[src/rtl/gray_world_gain_ctrl.sv]
// rtl/gray_world_gain_ctrl.sv - gray-world gain controller: per-frame RGB sums, sequential divide, frame-aligned apply
module gray_world_gain_ctrl #(
  parameter int Nrows = 480,
  parameter int Ncol  = 640,
  parameter int SUMW  = 27
) (
  input  logic        clk,
  input  logic        rst,
  input  logic        s_axis_tvalid,
  input  logic        s_axis_tuser,
  input  logic        s_axis_tlast,
  input  logic [23:0] s_axis_tdata,
  output logic [7:0]  quotR,
  output logic [7:0]  quotG,
  output logic [7:0]  quotB,
  output logic        busy,
  output logic        update_done,
  output logic        frame_err
);

  localparam int LW = $clog2(Nrows + 1);
  localparam int NW = SUMW + 8;

  if (SUMW < 8 + $clog2(Nrows * Ncol)) begin : g_bad_sumw
    $error("SUMW too small for one frame of 8-bit pixels");
  end

  typedef enum logic [2:0] {IDLE, LATCH, MIN, DIV_R, DIV_G, DIV_B} state_t;

  state_t            state_q, state_d;
  logic [SUMW-1:0]   acc_r_q, acc_g_q, acc_b_q;
  logic [SUMW-1:0]   sr_q, sg_q, sb_q;
  logic [LW-1:0]     line_cnt_q;
  logic              in_frame_q, pending_q, upd_q, err_q;
  logic [NW-1:0]     n_q, rem_q;
  logic [2:0]        cnt_q;
  logic [7:0]        qw_q, res_r_q, res_g_q;
  logic [7:0]        stg_r_q, stg_g_q, stg_b_q;
  logic [7:0]        quot_r_q, quot_g_q, quot_b_q;

  logic              sof, counted, frame_end, apply, qbit, last;
  logic [LW-1:0]     lines_after;
  logic [SUMW-1:0]   smin, div_src;
  logic [NW-1:0]     n_val, trial, rem_next;
  logic [7:0]        qfin;

  always_comb begin
    sof         = s_axis_tvalid & s_axis_tuser;
    counted     = sof | (s_axis_tvalid & in_frame_q);
    lines_after = sof ? LW'(s_axis_tlast) : line_cnt_q + LW'(s_axis_tlast);
    frame_end   = counted & s_axis_tlast & (lines_after == LW'(Nrows));
    // A SOF beat on the apply edge belongs to the new frame, so hold off.
    apply       = pending_q & ~in_frame_q & ~sof;

    smin = (sr_q < sg_q) ? sr_q : sg_q;
    if (sb_q < smin) smin = sb_q;
    n_val = {8'b0, smin} * NW'(255);

    case (state_q)
      DIV_G:   div_src = sg_q;
      DIV_B:   div_src = sb_q;
      default: div_src = sr_q;
    endcase
    // With a zero divisor every step succeeds, giving the required 255.
    trial    = {8'b0, div_src} << cnt_q;
    qbit     = (rem_q >= trial);
    rem_next = qbit ? rem_q - trial : rem_q;
    qfin     = {qw_q[6:0], qbit};
    last     = (cnt_q == 3'd0);
  end

  always_comb begin
    state_d = state_q;
    case (state_q)
      IDLE:    if (frame_end) state_d = LATCH;
      LATCH:   state_d = MIN;
      MIN:     state_d = DIV_R;
      DIV_R:   if (last) state_d = DIV_G;
      DIV_G:   if (last) state_d = DIV_B;
      DIV_B:   if (last) state_d = IDLE;
      default: state_d = IDLE;
    endcase
  end

  always_ff @(posedge clk) begin
    if (rst) begin
      state_q    <= IDLE;
      acc_r_q    <= '0;
      acc_g_q    <= '0;
      acc_b_q    <= '0;
      sr_q       <= '0;
      sg_q       <= '0;
      sb_q       <= '0;
      line_cnt_q <= '0;
      in_frame_q <= 1'b0;
      pending_q  <= 1'b0;
      upd_q      <= 1'b0;
      err_q      <= 1'b0;
      n_q        <= '0;
      rem_q      <= '0;
      cnt_q      <= '0;
      qw_q       <= '0;
      res_r_q    <= '0;
      res_g_q    <= '0;
      stg_r_q    <= '0;
      stg_g_q    <= '0;
      stg_b_q    <= '0;
      quot_r_q   <= 8'd255;
      quot_g_q   <= 8'd255;
      quot_b_q   <= 8'd255;
    end else begin
      state_q <= state_d;

      if (sof) begin
        acc_r_q <= SUMW'(s_axis_tdata[23:16]);
        acc_g_q <= SUMW'(s_axis_tdata[15:8]);
        acc_b_q <= SUMW'(s_axis_tdata[7:0]);
      end else if (s_axis_tvalid && in_frame_q) begin
        acc_r_q <= acc_r_q + SUMW'(s_axis_tdata[23:16]);
        acc_g_q <= acc_g_q + SUMW'(s_axis_tdata[15:8]);
        acc_b_q <= acc_b_q + SUMW'(s_axis_tdata[7:0]);
      end
      if (counted) line_cnt_q <= lines_after;
      if (frame_end)  in_frame_q <= 1'b0;
      else if (sof)   in_frame_q <= 1'b1;
      err_q <= (sof & in_frame_q) | (frame_end & (state_q != IDLE));

      case (state_q)
        LATCH: begin
          sr_q <= acc_r_q;
          sg_q <= acc_g_q;
          sb_q <= acc_b_q;
        end
        MIN: begin
          n_q   <= n_val;
          rem_q <= n_val;
          cnt_q <= 3'd7;
        end
        DIV_R, DIV_G, DIV_B: begin
          rem_q <= last ? n_q : rem_next;
          cnt_q <= cnt_q - 3'd1;
          qw_q  <= qfin;
          if (last && state_q == DIV_R) res_r_q <= qfin;
          if (last && state_q == DIV_G) res_g_q <= qfin;
        end
        default: ;
      endcase

      if (state_q == DIV_B && last) begin
        stg_r_q   <= res_r_q;
        stg_g_q   <= res_g_q;
        stg_b_q   <= qfin;
        pending_q <= 1'b1;
      end else if (apply) begin
        pending_q <= 1'b0;
      end
      if (apply) begin
        quot_r_q <= stg_r_q;
        quot_g_q <= stg_g_q;
        quot_b_q <= stg_b_q;
      end
      upd_q <= apply;
    end
  end

  assign quotR       = quot_r_q;
  assign quotG       = quot_g_q;
  assign quotB       = quot_b_q;
  assign busy        = (state_q != IDLE);
  assign update_done = upd_q;
  assign frame_err   = err_q;

endmodule

[config.mk]
export PLATFORM = sky130hd
export DESIGN_NAME = gray_world_gain_ctrl
export DESIGN_NICKNAME = d
export VERILOG_FILES = /design/src/rtl/gray_world_gain_ctrl.sv
export SDC_FILE = /design/constraint.sdc
export NUM_CORES = 1
export LEC_CHECK = 0
export ABC_CLOCK_PERIOD_IN_PS = 17300
export BUFFER_PORTS_ARGS = -buffer_cell sky130_fd_sc_hd__buf_2
export CORE_MARGIN = 4
export CORE_UTILIZATION = 60
export DETAILED_ROUTE_END_ITERATION = 7
export MAX_ROUTING_LAYER = met4
export PLACE_DENSITY = 0.8
export RECOVER_POWER = 100
export SYNTH_ARGS = -nofsm -noshare
export SYNTH_HDL_FRONTEND = slang
export SYNTH_SLANG_ARGS = --single-unit
[constraint.sdc]
create_clock -name clk -period 17.3 [get_ports clk]
set_input_delay 3.46 -clock clk [delete_from_list [all_inputs] [get_ports clk]]
set_output_delay 3.46 -clock clk [all_outputs]
set_load 0.005 [all_outputs]
==> impl_metrics.tcl, run 1 <==
set metrics [dict create \
    synth_edf_count 0 \
    finalMaxSlewViolations 397 \
    max_stage_delay_ns 2.45 \
    grt_pass1_wl_um 100000 \
    dieArea_um2 43300 \
    ios 56 \
    syn_to_final_growth_pct 7.03 \
    start_util_pct 60.6 \
    htreeDepth 2 \
    cts_tree "built" \
    clock_sinks 322 \
    worstMarginPinSlew_ns 4.32 \
    rrSetupSlack_ns 3.89 \
    antenna_found_initial 0 \
    viasPerCell 5.86 \
    syn_nets 3390 \
    synth_area_um2 24000 \
    finalHoldViolCount 0 \
    core_um2 39600 \
    ff2ff_path_depth 36 \
    ys_warn_count 0 \
    crit_type "reg -> reg" \
    status "finished, violations left" \
    dp_hpwl_um 45100 \
    cap_viol_max_count 5 \
    vdd_ir_drop_max_uv 74.1 \
    fmaxAchievable_ghz 0.0745 \
    endpoint_kind "flop" \
    seq_area_frac_synth_pct 26.8 \
    drive_above_1_share_pct 5.36 \
    postSynthCellCount 3076 \
    fp.dieW_um 208 \
    num_antenna_cells 0 \
    crit_top_cell "inv_1" \
    grt_util_all_layers_pct 28.1 \
    power_mw 1.61 \
    dp_cells 3518 \
    hold_class "reg -> reg" \
    first_global_vias 20900 \
    cts_hold_buf 0 \
    synth_async_sr_flop_share_pct 0 \
    final_common_cell "nand2_1" \
    cpMaxStageDelayCell "clkbuf_1" \
    syn_area_per_cell_um2 7.81 \
    crit_path_max_fanout 60 \
    root_buffer "clkbuf_16" \
    slew_headroom_pct -188 \
    setup_tns_ns 0 \
    ys.flop_type "dfxtp_1" \
    worst_setup_path_start_kind "flop" \
    violations "max-capacitance violations, max-slew violations" \
    final_nets 3346 \
    cts_buffer_depth 3 \
    postCtsSetupRepairBufs 0 \
    insertion_delay_ns 0.56 \
    holdPathStages 2 \
    min_period_ns 13.41 \
    period_share_pct 77.5 \
    drtPass1Iterations 6 \
    stdcell_count 3584 \
    rsz0062_at_grt "no" \
    cts_buffers 37 \
    synth_cell_type_count 81 \
    fill_cells 3337 \
    min-delay-start "res_r_q[3]" \
    skew_ns 0.0259 \
    wl_per_cell_um 16.9 \
    ant_nets 0 \
    p_per_area_nw_per_um2 62.7 \
    die_h_um 208 \
    final_cell_mix "nand2_1 (511), a21oi_1 (352), dfxtp_1 (321)" \
    clk_pin_slew_worst_paths_ns 0.06 \
    crit_required_ns 17.53 \
    gp_congestion 0.935 \
    leakagePower_nw 10.7 \
    gr-total-overflow 0 \
    cts_resized 0 \
    first_iter_violations 1490 \
    setup_viol 0 \
    rows 73 \
    dr_total_vias 21000 \
    r2r_end "rem_q[34]" \
    wirelength_um 60500 \
    rr_startpoint "sg_q[16]" \
    ys_seq_elements 322 \
    worstHoldEndpoint "stg_r_q[3]" \
    fin_util_pct 64.9 \
    io_buffers 55 \
    grt_max_degree 112 \
    critPathArrivalTime_ns 13.65 \
    drc 0 \
]
[sequential cells by signal (all words and copies together) (netlist names), 3 cells and up]
signal / count
acc_b_q: 27
acc_g_q: 27
acc_r_q: 27
cnt_q: 3
line_cnt_q: 9
n_q: 35
quotB: 8
quotG: 8
quotR: 8
qw_q: 7
rem_q: 35
res_g_q: 8
res_r_q: 8
sb_q: 27
sg_q: 27
sr_q: 27
state_q: 3
stg_b_q: 8
stg_g_q: 8
stg_r_q: 8
[power by group]
group | total, mW | internal [mW] | switching, mW
clock network | 0.797 | 0.473 | 0.324
registers | 0.751 | 0.746 | 0.00469
logic | 0.0630 | 0.0231 | 0.0398
total | 1.61 | 1.24 | 0.368
[final cells by class]
type | count | area (µm²) | area share [%]
Multi-Input combinational cell | 2333 | 16000 | 62.2
Sequential cell | 322 | 6450 | 25.1
Clock inverter | 16 | 221 | 0.861
Clock buffer | 50 | 1010 | 3.91
Inverter | 263 | 987 | 3.84
Timing Repair Buffer | 75 | 390 | 1.52
Tap cell | 525 | 657 | 2.56
[synthesized netlist by cell type, types with 13 or more instances]
cell / number / area share [%]
a21o_1: 45 / 1.4
nand4_1: 20 / 0.52
nand2_1: 512 / 8.0
nand3b_1: 37 / 1.2
a211oi_1: 24 / 0.75
a31oi_1: 13 / 0.34
nand2b_1: 19 / 0.49
inv_1: 260 / 4.1
nor3_1: 42 / 0.88
clkbuf_1: 130 / 2.0
nor2_1: 297 / 4.6
o211ai_1: 33 / 1.0
ha_1: 182 / 9.5
o21a_1: 19 / 0.59
xnor2_1: 107 / 3.9
xor2_1: 57 / 2.1
or3_1: 13 / 0.34
o21ai_0: 100 / 2.1
and3_1: 18 / 0.47
dfxtp_1: 322 / 27
nand3_1: 47 / 0.98
fa_1: 103 / 8.6
buf_1: 16 / 0.25
nor2b_1: 17 / 0.44
mux2i_1: 91 / 3.8
a21oi_1: 352 / 7.3
[routing by layer]
layer	share of wire (%)	global-route usage, %	up-vias
met5	0	-	-
met4	3.0	9.35	0
met3	5.8	3.92	142
met2	46	45.4	587
met1	45	36.5	9969
li1	-	-	10300
[critical path, delay by kind of cell (launching register included)]
| family | cells | cell delay (ns) |
|---|---|---|
| fa+ha+maj | 7 | 3.47 |
| simple gates | 3 | 0.33 |
| xor+xnor | 1 | 0.11 |
| compound gates | 18 | 5.61 |
| flops | 1 | 0.34 |
| buf+inv | 7 | 3.23 |
[worst max path at each step]
stage                   from         to  slack, ns  cells past startpoint
finish              sg_q[16]  rem_q[34]       3.89                     36
detailed placement  sg_q[16]    n_q[33]       6.41                     40
global route        sg_q[16]  rem_q[34]       2.79                     36
CTS                 sg_q[16]    n_q[33]       6.35                     40
global placement    sg_q[25]    n_q[33]       6.77                     39
floorplan            sg_q[9]    n_q[33]       6.97                     44
[kinds of logic after synthesis]
kind of cell / after synthesis / synth area share, %
xor+xnor: 164 / 5.98
flops: 322 / 26.8
simple gates: 1071 / 19.3
fa+ha+maj: 289 / 18.2
mux: 116 / 5.35
compound gates: 693 / 17.5
buf+inv: 421 / 6.73
[per-stage QoR]
| stage | cell area [µm²] | hold WS [ns] | worst slack [ns] |
|---|---|---|---|
| after detailed placement | 24500 | 0.447 | 6.41 |
| after global placement | 24500 | 0.442 | 6.77 |
| final | 25700 | 0.451 | 3.89 |
| after CTS | 25700 | 0.455 | 6.35 |
| after floorplan | 24000 | 0.432 | 6.97 |
| after global routing | 25700 | 0.475 | 2.79 |
Note: power is estimated with default switching activity, not from simulation.
==> run 2, diff against run 1 <==
- ABC_AREA: not set -> 1
- ABC_CLOCK_PERIOD_IN_PS: 17300 -> 14000
- clock period: 17.3 -> 14 ns (I/O delays scaled with it)
==> impl_metrics.tcl, run 2 <==
set metrics [dict create \
    wirelength_um 66700 \
    dp_hpwl_um 51200 \
    critPathArrivalTime_ns 11.69 \
    fp.dieW_um 208 \
    reg.largest.list "n_q: 35 flops, rem_q: 35 flops" \
    clock_sinks 322 \
    crit_family "compound AO/OA/AOI/OAI gates" \
    cpMaxStageDelayCell "nand2_1" \
    cts_buffers 37 \
    finalHoldViolCount 0 \
    worst_setup_path_start_kind "flop" \
    finalMaxSlewViolations 384 \
    setup_tns_ns 0 \
    synth_async_sr_flop_share_pct 0 \
    status "finished, violations left" \
    first_global_vias 21600 \
    crit_required_ns 14.43 \
    ys.flop_type "dfxtp_1" \
    num_antenna_cells 0 \
    synth_edf_count 0 \
    final_common_cell "nand2_1" \
    grt_max_degree 120 \
    cts_tree "built" \
    setup_viol 0 \
    rrSetupSlack_ns 2.73 \
    first_iter_violations 1918 \
    synth_top_cell_area_share_pct 26.9 \
    grt_pass1_wl_um 109000 \
    die_h_um 208 \
    syn_area_per_cell_um2 7.08 \
    viasPerCell 5.72 \
    ant_nets 0 \
    final_cell_mix "nand2_1 (623), inv_1 (524), o21ai_0 (334)" \
    endpoint_kind "flop" \
    worstMarginPinSlew_ns 4.55 \
    crit_type "reg -> reg" \
    period_share_pct 80.5 \
    drive_above_1_share_pct 5.32 \
    synth_area_leaders "dfxtp_1 (27%), nand2_1 (9.7%), ha_1 (9.5%)" \
    grt_util_all_layers_pct 31.0 \
    register_area_um2 6450 \
    synthTopCellsByCount "nand2_1 (621), inv_1 (525), o21ai_0 (333)" \
    start_util_pct 61.4 \
    dieArea_um2 43200 \
    rows 72 \
    yosysTopAreaCell "dfxtp_1" \
    ios 56 \
    crit_top_cell "nand2_1" \
    gr-total-overflow 0 \
    syn_to_final_growth_pct 7.96 \
    multi_input_area_um2 15000 \
    yosysMostFrequentCell "nand2_1" \
    postCtsSetupRepairBufs 0 \
    hold_class "reg -> reg" \
    cts_hold_buf 0 \
    dr_total_vias 22400 \
    postSynthCellCount 3383 \
    synth_cell_type_count 59 \
    root_buffer "clkbuf_16" \
    cap_viol_max_count 5 \
    rsz0062_at_grt "no" \
    wl_per_cell_um 17.0 \
    cts_buffer_depth 3 \
    cts_resized 0 \
    syn_nets 3697 \
    drc 0 \
    slew_headroom_pct -203 \
    antenna_found_initial 0 \
    max_stage_delay_ns 0.97 \
    insertion_delay_ns 0.56 \
    core_um2 39000 \
    fmaxAchievable_ghz 0.0888 \
    final_nets 3692 \
    gp_congestion 1.00 \
    seq_area_frac_synth_pct 26.9 \
    skew_ns 0.0193 \
    ys_seq_elements 322 \
    crit_path_max_fanout 54 \
    fill_cells 3412 \
    htreeDepth 2 \
    ys_warn_count 0 \
    hold_slack_ns 0.462 \
    path_buf_inv 6 \
    drtPass1Iterations 5 \
    io_buffers 55 \
    synth_area_um2 23900 \
    min_period_ns 11.27 \
    violations "max-capacitance violations, max-slew violations" \
    clk_pin_slew_worst_paths_ns 0.06 \
]
[run 2: changes by cell type after synthesis, sizes merged, moves of 18 or more]
cell / change
nand3: +58
a31oi: +18
o21ai: +252
nand3b: -34
nand2: +122
xnor2: -75
mux2i: -55
inv: +272
a21oi: -58
nand2b: -19
clkbuf: -19
nor2: +31
a21o: -29
xor2: -22
[run 2: path summary, 6_finish.rpt]
path              startpoint       end  depth (start not counted)
setup / recovery    sg_q[24]   n_q[32]                         45
hold / removal    stg_b_q[7]  quotB[7]                          2
setup reg to reg    sg_q[24]   n_q[32]                         45
hold reg to reg   stg_b_q[7]  quotB[7]                          2
[run 2: layout make-up]
type | instances | share of cell area [%]
Clock buffer | 47 | 3.88
Inverter | 541 | 7.86
Tap cell | 518 | 2.51
Sequential cell | 322 | 24.9
Timing Repair Buffer | 80 | 1.63
Multi-Input combinational cell | 2396 | 57.9
Clock inverter | 17 | 1.24
[run 2: worst min-delay path: stages (launching register included)]
cell     delay (ns)
dfxtp_1        0.32
nand2_1        0.06
nand3_1        0.05
[run 2: kinds of logic after synthesis]
logic type               Yosys count  share of synthesized area (%)
XOR/XNOR                          67                           2.48
flip-flops                       322                           26.9
AND/OR/NAND/NOR                 1156                           19.7
AO/OA/AOI/OAI                    839                           20.1
buffers and inverters            665                           10.6
multiplexers                      49                           2.05
adder cells (fa/ha/maj)          285                           18.1
[run 2: layer usage]
layer / wire length (µm) / track usage [%]
met1: 30100 / 42.1
met3: 4000 / 3.54
met5: 0 / -
met4: 1590 / 8.38
met2: 31000 / 49.6
[run 2: stage by stage]
stage | setup slack, ns | cell area [µm²] | util (%) | std cells
after floorplan | 5.31 | 23900 | - | 3383
after global placement | 4.56 | 24600 | 63.0 | 3857
after detailed placement | 4.41 | 24600 | 63.0 | 3857
after CTS | 4.38 | 25900 | 66.4 | 3921
after global routing | 1.88 | 25800 | 66.3 | 3921
final | 2.73 | 25800 | 66.3 | 3921
Power of run 2 is left out: the tool's default activity adds up to more than one toggle a clock period on the data nets, which glitch-free logic cannot reach.
==> run 3, diff against run 2 <==
- ABC_CLOCK_PERIOD_IN_PS: 14000 -> 9100
- CORE_UTILIZATION: 60 -> 58
- PLACE_DENSITY: 0.8 -> 0.81
- clock period: 14 -> 9.1 ns (I/O delays scaled with it)
==> impl_metrics.tcl, run 3 (synthesis gave the netlist of run 2 again) <==
set metrics [dict create \
    cts_hold_buf 0 \
    worst_setup_path_start_kind "flop" \
    root_buffer "clkbuf_16" \
    cap_viol_max_count 3 \
    rsz0062_at_grt "no" \
    final_cell_mix "nand2_1 (620), inv_1 (525), nor2_1 (324)" \
    rows 74 \
    cts_buffer_depth 3 \
    gp_congestion 1.02 \
    crit_top_cell "nand2_1" \
    m1WireLength_um 29000 \
    die_h_um 211 \
    worstMarginPinSlew_ns 3.43 \
    htreeDepth 2 \
    drtPass1Iterations 7 \
    endpoint_kind "flop" \
    crit_family "adder cells" \
    finalHoldViolCount 0 \
    reg.largest.list "n_q: 35 flops, rem_q: 35 flops" \
    insertion_delay_ns 0.56 \
    hold_class "reg -> reg" \
    grt_max_degree 126 \
    cts_buffers 37 \
    core_um2 40800 \
    met2_length_um 27900 \
    wirelength_um 64400 \
    start_util_pct 58.6 \
    gr-total-overflow 0 \
    final_common_cell "nand2_1" \
    critPathArrivalTime_ns 8.92 \
    first_global_vias 20600 \
    first_iter_violations 2059 \
    rr_startpoint "sg_q[10]" \
    status "finished, violations left" \
    fp.dieW_um 211 \
    skew_ns 0.0250 \
    dieArea_um2 44600 \
    drc 0 \
    crit_path_max_fanout 30 \
    period_share_pct 93.1 \
    path_buf_inv 6 \
    antenna_found_initial 0 \
    crit_type "reg -> reg" \
    clock_sinks 322 \
    setup_viol 0 \
    met3WireLength_um 4610 \
    dp_hpwl_um 48400 \
    min-delay-start "n_q[2]" \
    fmaxAchievable_ghz 0.118 \
    ant_nets 0 \
    clk_pin_slew_worst_paths_ns 0.06 \
    dr_total_vias 22300 \
    max_stage_delay_ns 0.54 \
    startpoint "sg_q[10]" \
    grt_util_all_layers_pct 29.2 \
    final_nets 3703 \
    violations "max-capacitance violations, max-slew violations" \
    grt_pass1_wl_um 104000 \
    syn_to_final_growth_pct 8.90 \
    min_period_ns 8.48 \
    drive_above_1_share_pct 6.09 \
    viasPerCell 5.66 \
    crit_required_ns 9.55 \
    cts_tree "built" \
    highest_layer "met4" \
    finalMaxSlewViolations 271 \
    io_buffers 55 \
    cpMaxStageDelayCell "fa_1" \
    setup_tns_ns 0 \
    wl_per_cell_um 16.3 \
    ios 56 \
    slew_headroom_pct -130 \
]
## run 3: cell count changes in the layout (fill, tap and decap cells not counted), moves of 4 or more
cell | previous run | this run
o21ai_2 | 8 | 12
buf_2 | 37 | 33
inv_6 | 4 | 0
clkinv_2 | 2 | 6
buf_4 | 20 | 29
o21ai_1 | 9 | 24
o21ai_0 | 334 | 313
## run 3: final timing paths
kind / endpoint / slack, ns / cells past startpoint
setup reg to reg: n_q[32] / 0.62 / 46
hold reg to reg: n_q[2] / 0.45 / 2
hold / removal: n_q[2] / 0.45 / 2
setup / recovery: n_q[32] / 0.62 / 46
## run 3: metal layers
| layer | global-route usage [%] | up-vias |
|---|---|---|
| met5 | - | - |
| met4 | 11.7 | 0 |
| met3 | 3.27 | 146 |
| met2 | 43.7 | 785 |
| met1 | 40.6 | 10300 |
| li1 | - | 11100 |
## run 3: metrics by stage
step	instance area [µm²]	utilization [%]	hold WS, ns	std cells	setup WS [ns]
6_report	26100	63.9	0.452	3950	0.624
2_1_floorplan	23900	-	0.424	3383	0.409
3_5_place_dp	24700	60.4	0.447	3878	0.198
3_3_place_gp	24700	60.4	0.441	3878	0.347
5_1_grt	26100	63.8	0.487	3949	0.00277
4_1_cts	26000	63.6	0.457	3945	0.136
## run 3: cell type report
| cell class | count | area, µm² |
|---|---|---|
| Multi-Input combinational cell | 2396 | 15100 |
| Fill cell | 3619 | 14800 |
| Sequential cell | 322 | 6450 |
| Inverter | 541 | 2030 |
| Clock buffer | 50 | 1060 |
| Tap cell | 532 | 666 |
| Timing Repair Buffer | 91 | 518 |
| Clock inverter | 17 | 269 |
| Antenna cell | 1 | 2.50 |
## run 3: repair_timing
action	CTS	global route
gates resized for setup	0	45
setup endpoints to repair	0	40
setup buffers	0	4
## run 3: worst register-to-register path, delay by kind of cell (launching register included)
kind,cells,cell delay [ns]
AOI/OAI and AO/OA,14,2.52
adders and majority gates,6,2.51
and+or+nand+nor,19,2.12
buffers and inverters,6,0.66
DFF,1,0.30
xor gates and xnor gates,1,0.20
Power of run 3 is left out for the same reason.
